===== src/rtl/pipe_stall_ctrl.sv =====
// Pipeline stall/flush sequencer: merges stall requests, mul/div busy and exception redirect.
// Optional watchdog on long stalls enabled by defining PIPE_STALL_WDT_EN.
module pipe_stall_ctrl #(
   parameter int unsigned NSTAGE     = 8,
   parameter int unsigned MD_STAGE   = 4,
   parameter int unsigned CNT_W      = 6,
   parameter int unsigned REFILL_CYC = 2,
   parameter int unsigned WDT_LIMIT  = 1024
) (
   input  logic              clk,
   input  logic              rst,
   input  logic [NSTAGE-1:0] stallreq,
   input  logic              md_start,
   input  logic [CNT_W-1:0]  md_cycles,
   input  logic              excp_valid,
   input  logic [31:0]       excp_target,
   output logic [NSTAGE-1:0] stall,
   output logic              flush,
   output logic [31:0]       new_pc,
   output logic              md_busy,
   output logic              wdt_timeout
);

   localparam int unsigned RC_W    = (REFILL_CYC > 0) ? $clog2(REFILL_CYC + 1) : 1;
   localparam int unsigned RC_LAST = (REFILL_CYC > 0) ? REFILL_CYC - 1 : 0;

   typedef enum logic [1:0] {
      ST_RUN    = 2'd0,
      ST_FLUSH  = 2'd1,
      ST_REFILL = 2'd2
   } state_t;

   state_t            state_q, state_d;
   logic              flush_q, flush_d;
   logic [31:0]       new_pc_q, new_pc_d;
   logic [CNT_W-1:0]  md_cnt_q, md_cnt_d;
   logic              md_busy_q, md_busy_d;
   logic [RC_W-1:0]   rc_cnt_q, rc_cnt_d;
   logic [NSTAGE-1:0] stall_c;

   // Stall bus: every stage at or below the highest requesting stage holds
   always_comb begin
      logic [NSTAGE-1:0] eff_req;
      logic              hit;
      eff_req = stallreq;
      hit     = 1'b0;
      stall_c = '0;
      if (md_busy_q) eff_req[MD_STAGE] = 1'b1;
      if (state_q == ST_REFILL) eff_req[0] = 1'b1;
      for (int i = int'(NSTAGE) - 1; i >= 0; i--) begin
         hit        = hit | eff_req[i];
         stall_c[i] = hit;
      end
      if (rst || state_q == ST_FLUSH) stall_c = '0;
   end

   always_comb begin
      state_d  = state_q;
      flush_d  = 1'b0;
      new_pc_d = new_pc_q;
      rc_cnt_d = rc_cnt_q;
      md_cnt_d = md_cnt_q;

      if (md_cnt_q != '0) md_cnt_d = md_cnt_q - CNT_W'(1);

      case (state_q)
         ST_RUN: begin
            if (excp_valid) begin
               state_d  = ST_FLUSH;
               flush_d  = 1'b1;
               new_pc_d = excp_target;
            end else if (md_start && !md_busy_q) begin
               md_cnt_d = md_cycles;
            end
         end
         ST_FLUSH: begin
            // Abandon any in-flight mul/div op; redirect requests are ignored here
            md_cnt_d = '0;
            rc_cnt_d = '0;
            state_d  = (REFILL_CYC > 0) ? ST_REFILL : ST_RUN;
         end
         ST_REFILL: begin
            if (excp_valid) begin
               state_d  = ST_FLUSH;
               flush_d  = 1'b1;
               new_pc_d = excp_target;
            end else if (rc_cnt_q == RC_W'(RC_LAST)) begin
               state_d = ST_RUN;
            end else begin
               rc_cnt_d = rc_cnt_q + RC_W'(1);
            end
         end
         default: state_d = ST_RUN;
      endcase

      md_busy_d = (md_cnt_d != '0);
   end

   always_ff @(posedge clk or posedge rst) begin
      if (rst) begin
         state_q   <= ST_RUN;
         flush_q   <= 1'b0;
         new_pc_q  <= '0;
         md_cnt_q  <= '0;
         md_busy_q <= 1'b0;
         rc_cnt_q  <= '0;
      end else begin
         state_q   <= state_d;
         flush_q   <= flush_d;
         new_pc_q  <= new_pc_d;
         md_cnt_q  <= md_cnt_d;
         md_busy_q <= md_busy_d;
         rc_cnt_q  <= rc_cnt_d;
      end
   end

`ifdef PIPE_STALL_WDT_EN
   localparam int unsigned WDT_W = $clog2(WDT_LIMIT + 1);

   logic [WDT_W-1:0] wdt_cnt_q, wdt_cnt_d;
   logic             wdt_q, wdt_d;

   // Counts consecutive stalled cycles, parks at the limit
   always_comb begin
      wdt_cnt_d = wdt_cnt_q;
      if (flush_q || stall_c == '0) wdt_cnt_d = '0;
      else if (wdt_cnt_q != WDT_W'(WDT_LIMIT)) wdt_cnt_d = wdt_cnt_q + WDT_W'(1);
      wdt_d = wdt_q | (wdt_cnt_d == WDT_W'(WDT_LIMIT));
   end

   always_ff @(posedge clk or posedge rst) begin
      if (rst) begin
         wdt_cnt_q <= '0;
         wdt_q     <= 1'b0;
      end else begin
         wdt_cnt_q <= wdt_cnt_d;
         wdt_q     <= wdt_d;
      end
   end

   assign wdt_timeout = wdt_q;
`else
   assign wdt_timeout = 1'b0;
`endif

   assign stall   = stall_c;
   assign flush   = flush_q;
   assign new_pc  = new_pc_q;
   assign md_busy = md_busy_q;

endmodule


===== config.mk =====
export PLATFORM = sky130hd
export DESIGN_NAME = pipe_stall_ctrl
export DESIGN_NICKNAME = d
export VERILOG_FILES = /design/src/rtl/pipe_stall_ctrl.sv
export SDC_FILE = /design/constraint.sdc
export NUM_CORES = 1
export LEC_CHECK = 0
export ABC_CLOCK_PERIOD_IN_PS = 2350
export CORE_MARGIN = 10
export CORE_UTILIZATION = 37
export DETAILED_ROUTE_END_ITERATION = 7
export PLACE_DENSITY = 0.76
export SETUP_SLACK_MARGIN = 0.02
export SLEW_MARGIN = 20
export SYNTH_ARGS = -nofsm -noshare
export SYNTH_HDL_FRONTEND = slang
export SYNTH_SLANG_ARGS = --single-unit

===== constraint.sdc =====
create_clock -name clk -period 2.35 [get_ports clk]
set_input_delay 0.47 -clock clk [delete_from_list [all_inputs] [get_ports clk]]
set_output_delay 0.47 -clock clk [all_outputs]
set_load 0.03 [all_outputs]

==> report_table.html <==
<table>
<tr><th>Metric</th><th>Value</th></tr>
<tr><th colspan="2">Route</th></tr>
<tr><td>Total number of vias</td><td>1585</td></tr>
<tr><td>Routed wire length</td><td>5.29 mm</td></tr>
<tr><td>Final routed DRC violation total</td><td>0</td></tr>
<tr><td>Number of optimization iterations in the first detailed-route pass</td><td>4</td></tr>
<tr><td>Avg Vias per Cell</td><td>4.70</td></tr>
<tr><td>Post-detailed-route count of antenna-violating nets</td><td>0</td></tr>
<tr><td>Routed wirelength normalized by instance count</td><td>15.7 µm</td></tr>
<tr><td>Number of DRC markers in iteration 0</td><td>46</td></tr>
<tr><th colspan="2">Worst setup path</th></tr>
<tr><td>Number of cell instances on the worst register-to-register path</td><td>6</td></tr>
<tr><td>Kind of capture point of the worst setup path</td><td>primary output</td></tr>
<tr><td>Kind of start point of the critical path</td><td>primary input</td></tr>
<tr><td>Critical path arrival</td><td>1.79 ns</td></tr>
<tr><td>Crit-path max FO</td><td>2</td></tr>
<tr><td>Kind of critical path</td><td>in -&gt; out</td></tr>
<tr><td>Data required time at the worst endpoint</td><td>1.88 ns</td></tr>
<tr><th colspan="2">Synthesis</th></tr>
<tr><td>Synthesized area divided by synthesized cell count</td><td>12.4 µm²</td></tr>
<tr><td>Number of distinct library cells after synthesis</td><td>37</td></tr>
<tr><td>Portion of synthesized cell area occupied by the leading cell type</td><td>54.0%</td></tr>
<tr><td>Most used DFF post-synth</td><td>sky130_fd_sc_hd__dfrtp_1</td></tr>
<tr><td>Count of mapped cells out of synthesis</td><td>165</td></tr>
<tr><td>Area of the mapped netlist</td><td>0.00204 mm²</td></tr>
<tr><td>Number of flops mapped to enable cells by yosys</td><td>0</td></tr>
<tr><td>Synth Register Bits</td><td>44</td></tr>
<tr><td>Cell type with the highest aggregate area in the netlist</td><td>sky130_fd_sc_hd__dfrtp_1</td></tr>
<tr><td>Largest cells by area after synthesis</td><td>sky130_fd_sc_hd__dfrtp_1, sky130_fd_sc_hd__mux2_2, sky130_fd_sc_hd__mux2_1, sky130_fd_sc_hd__nand2_1, sky130_fd_sc_hd__nor2_1</td></tr>
<tr><td>Sequential area share after synthesis</td><td>54.0%</td></tr>
<tr><td>Synth cell count leaders</td><td>sky130_fd_sc_hd__dfrtp_1, sky130_fd_sc_hd__mux2_2, sky130_fd_sc_hd__nand2_1, sky130_fd_sc_hd__nor2_1</td></tr>
<tr><td>Most numerous cell in the Yosys netlist</td><td>sky130_fd_sc_hd__dfrtp_1</td></tr>
<tr><td>Share of flip-flops with an asynchronous set or reset</td><td>100%</td></tr>
<tr><td>Total nets after synthesis</td><td>218</td></tr>
<tr><td>Warnings, synthesis</td><td>0</td></tr>
<tr><th colspan="2">Global routing</th></tr>
<tr><td>Global-route wire length before repair</td><td>8.11 mm</td></tr>
<tr><td>Number of antenna violations at the first check in global routing</td><td>0</td></tr>
<tr><td>All-layer global routing usage</td><td>11.4%</td></tr>
<tr><td>Vias in the first global route</td><td>1658</td></tr>
<tr><td>Maximum number of pins on one net before global-route repair</td><td>45</td></tr>
<tr><td>Residual overflow from global routing</td><td>0</td></tr>
<tr><th colspan="2">Floorplan</th></tr>
<tr><td>Die Y</td><td>94.2 µm</td></tr>
<tr><td>Total die area</td><td>0.00888 mm²</td></tr>
<tr><td>Die width</td><td>94.2 µm</td></tr>
<tr><td>Num rows</td><td>26</td></tr>
<tr><td>Starting Density</td><td>38.9%</td></tr>
<tr><td>Core area</td><td>0.00524 mm²</td></tr>
<tr><td>Top Ports</td><td>93</td></tr>
<tr><th colspan="2">Status</th></tr>
<tr><td>Status</td><td>complete, no violations</td></tr>
<tr><th colspan="2">Clock network</th></tr>
<tr><td>Skew-Pair Late Insertion Delay</td><td>0.28 ns</td></tr>
<tr><td>Clock Path Buffers</td><td>2</td></tr>
<tr><td>Root buffer selected by CTS</td><td>sky130_fd_sc_hd__clkbuf_8</td></tr>
<tr><td>Clock-pin slew reported for the worst setup and hold paths after clock tree synthesis</td><td>0.08 ns</td></tr>
<tr><td>Number of buffers added to fix hold violations after cts</td><td>0</td></tr>
<tr><td>CTS tree</td><td>done</td></tr>
<tr><td>Number of H-tree levels</td><td>2</td></tr>
<tr><td>TritonCTS buffer count</td><td>5</td></tr>
<tr><td>TritonCTS Sinks</td><td>44</td></tr>
<tr><th colspan="2">Power</th></tr>
<tr><td>Worst vdd rail ir drop</td><td>573 µV</td></tr>
<tr><td>PwrDens</td><td>866 mW/mm²</td></tr>
<tr><td>Static leakage</td><td>1.33 nW</td></tr>
<tr><th colspan="2">Min path</th></tr>
<tr><td>Worst hold path stage count</td><td>1</td></tr>
<tr><td>Hold crit path type</td><td>reg -&gt; reg</td></tr>
<tr><th colspan="2">Timing</th></tr>
<tr><td>Shortest clock period the worst path allows after layout</td><td>2.26 ns</td></tr>
<tr><td>Transition at the pin with the smallest max-transition slack</td><td>0.609 ns</td></tr>
<tr><td>Final hold vios</td><td>0</td></tr>
<tr><td>Total count of max-transition violations in the final report</td><td>0</td></tr>
<tr><td>Clock Skews</td><td>0.00457 ns</td></tr>
<tr><td>Worst hold slack</td><td>0.491 ns</td></tr>
<tr><td>Fmax achieved</td><td>442 MHz</td></tr>
<tr><td>Fraction of the cycle the final worst path needs</td><td>96.2%</td></tr>
<tr><td>Total negative slack for setup checks</td><td>0 ns</td></tr>
<tr><td>Slew Limit Headroom</td><td>58.9%</td></tr>
<tr><td>RSZ-0062 raised after global routing</td><td>yes</td></tr>
<tr><td>Endpoints failing setup</td><td>0</td></tr>
<tr><th colspan="2">Finish</th></tr>
<tr><td>Area taken by flip-flops and latches</td><td>0.00110 mm²</td></tr>
<tr><td>Area taken by multi-input logic gates</td><td>885 µm²</td></tr>
<tr><td>Final #Nets</td><td>319</td></tr>
<tr><td>Antenna diode count</td><td>0</td></tr>
<tr><td>Layout area overhead</td><td>56.7%</td></tr>
<tr><td>Fill count</td><td>426</td></tr>
<tr><td>Finished Core Util</td><td>61.0%</td></tr>
<tr><td>Layout cell share with drive strength beyond 1</td><td>25.1%</td></tr>
<tr><th colspan="2">Placement</th></tr>
<tr><td>Port bufs</td><td>91</td></tr>
<tr><td>Final Wtd Congestion</td><td>0.868</td></tr>
<tr><td>DP Wirelength</td><td>4.13 mm</td></tr>
<tr><th colspan="2">Flow run</th></tr>
<tr><td>Number of maximum-capacitance constraint violations</td><td>0</td></tr>
</table>
## path summary, 6_finish.rpt
path	start	to	slack, ns
setup / recovery	stallreq[7]	stall[2]	0.09
hold / removal	new_pc[18]	new_pc[18]	0.49
setup reg to reg	md_cnt_q[0]	md_busy	0.55
hold reg to reg	new_pc[18]	new_pc[18]	0.49
max in group asynchronous	rst	rc_cnt_q[1]	1.23
min in group asynchronous	rst	md_cnt_q[4]	0.72
## worst max-delay path, stage by stage
cell                              delay, ns
sky130_fd_sc_hd__clkdlybuf4s50_1       0.44
sky130_fd_sc_hd__nor3_2                0.23
sky130_fd_sc_hd__nand2_2               0.11
sky130_fd_sc_hd__buf_4                 0.15
sky130_fd_sc_hd__nor3_1                0.14
sky130_fd_sc_hd__nor2_1                0.05
sky130_fd_sc_hd__buf_2                 0.19
## placed cells by master, fill, tap and decap left out, types with 2 or more instances in the layout
cell                              count
sky130_fd_sc_hd__clkdlybuf4s50_1     83
sky130_fd_sc_hd__dfrtp_1             44
sky130_fd_sc_hd__mux2_2              28
sky130_fd_sc_hd__buf_4               14
sky130_fd_sc_hd__nor2_1              11
sky130_fd_sc_hd__nand2_1             10
sky130_fd_sc_hd__o21ai_0              7
sky130_fd_sc_hd__nor3_1               6
sky130_fd_sc_hd__clkbuf_8             6
sky130_fd_sc_hd__inv_1                5
sky130_fd_sc_hd__mux2_1               4
sky130_fd_sc_hd__xnor2_1              4
sky130_fd_sc_hd__a22o_1               3
sky130_fd_sc_hd__a21oi_1              3
sky130_fd_sc_hd__ha_1                 3
sky130_fd_sc_hd__buf_2                3
sky130_fd_sc_hd__mux2i_1              2
sky130_fd_sc_hd__nor2b_1              2
sky130_fd_sc_hd__nor3b_1              2
sky130_fd_sc_hd__nor4_4               2
sky130_fd_sc_hd__nor3_2               2
## cell type report
class,count,area share [%]
timing repair buffer,102,30.5
sequential,44,34.4
multi-input combinational,107,27.7
clock inverter,2,1.21
clock buffer,6,2.58
tap,70,2.74
inverter,6,0.822
## flip-flops by register name, indices dropped and copies added (netlist names)
name and cells:
md_busy 1, rc_cnt_q 2, flush 1, state_q 2, md_cnt_q 6, new_pc 32
## metrics by stage
stage / worst slack, ns / instances / area, µm² / power (W)
2_1_floorplan: 0.0499 / 165 / 2040 / 0.00180
3_3_place_gp: -0.317 / 329 / 3070 / 0.00217
3_5_place_dp: -0.361 / 329 / 3070 / 0.00219
4_1_cts: 0.0323 / 337 / 3210 / 0.00281
5_1_grt: -0.0159 / 337 / 3200 / 0.00294
6_report: 0.0892 / 337 / 3200 / 0.00277
## cell families (layout without fill, tap and decap cells)
kind of cell | count (synthesis) | after routing | share of synthesized area (%)
AOI/OAI and AO/OA | 18 | 18 | 5.77
xor gates and xnor gates | 5 | 5 | 2.15
adders and majority gates | 3 | 3 | 1.84
buffers and inverters | 14 | 116 | 4.11
DFF | 44 | 44 | 54.0
muxes | 35 | 35 | 19.4
other | 1 | 1 | 0.184
and+or+nand+nor | 45 | 45 | 12.6
## power by group
| part | switching [W] | internal, W | total [W] |
|---|---|---|---|
| combinational | 0.000558 | 0.000558 | 0.00112 |
| clock | 0.000251 | 0.000348 | 0.000599 |
| sequential | 0.000143 | 0.000910 | 0.00105 |
| total | 0.000952 | 0.00182 | 0.00277 |
## metal layers
metal	part of all wire, %	global-route usage, %
met2	51	20.0
met4	0.44	2.66
met3	9.6	4.16
met5	0	0
met1	39	12.7
## repair_timing
| action | 4_1_cts | 5_1_grt |
|---|---|---|
| pin swaps | 0 | 1 |
| resized for setup | 12 | 10 |
| endpoints found under the setup margin | 4 | 4 |
| setup buffers | 0 | 0 |
Note: power is estimated with default switching activity, not from simulation.
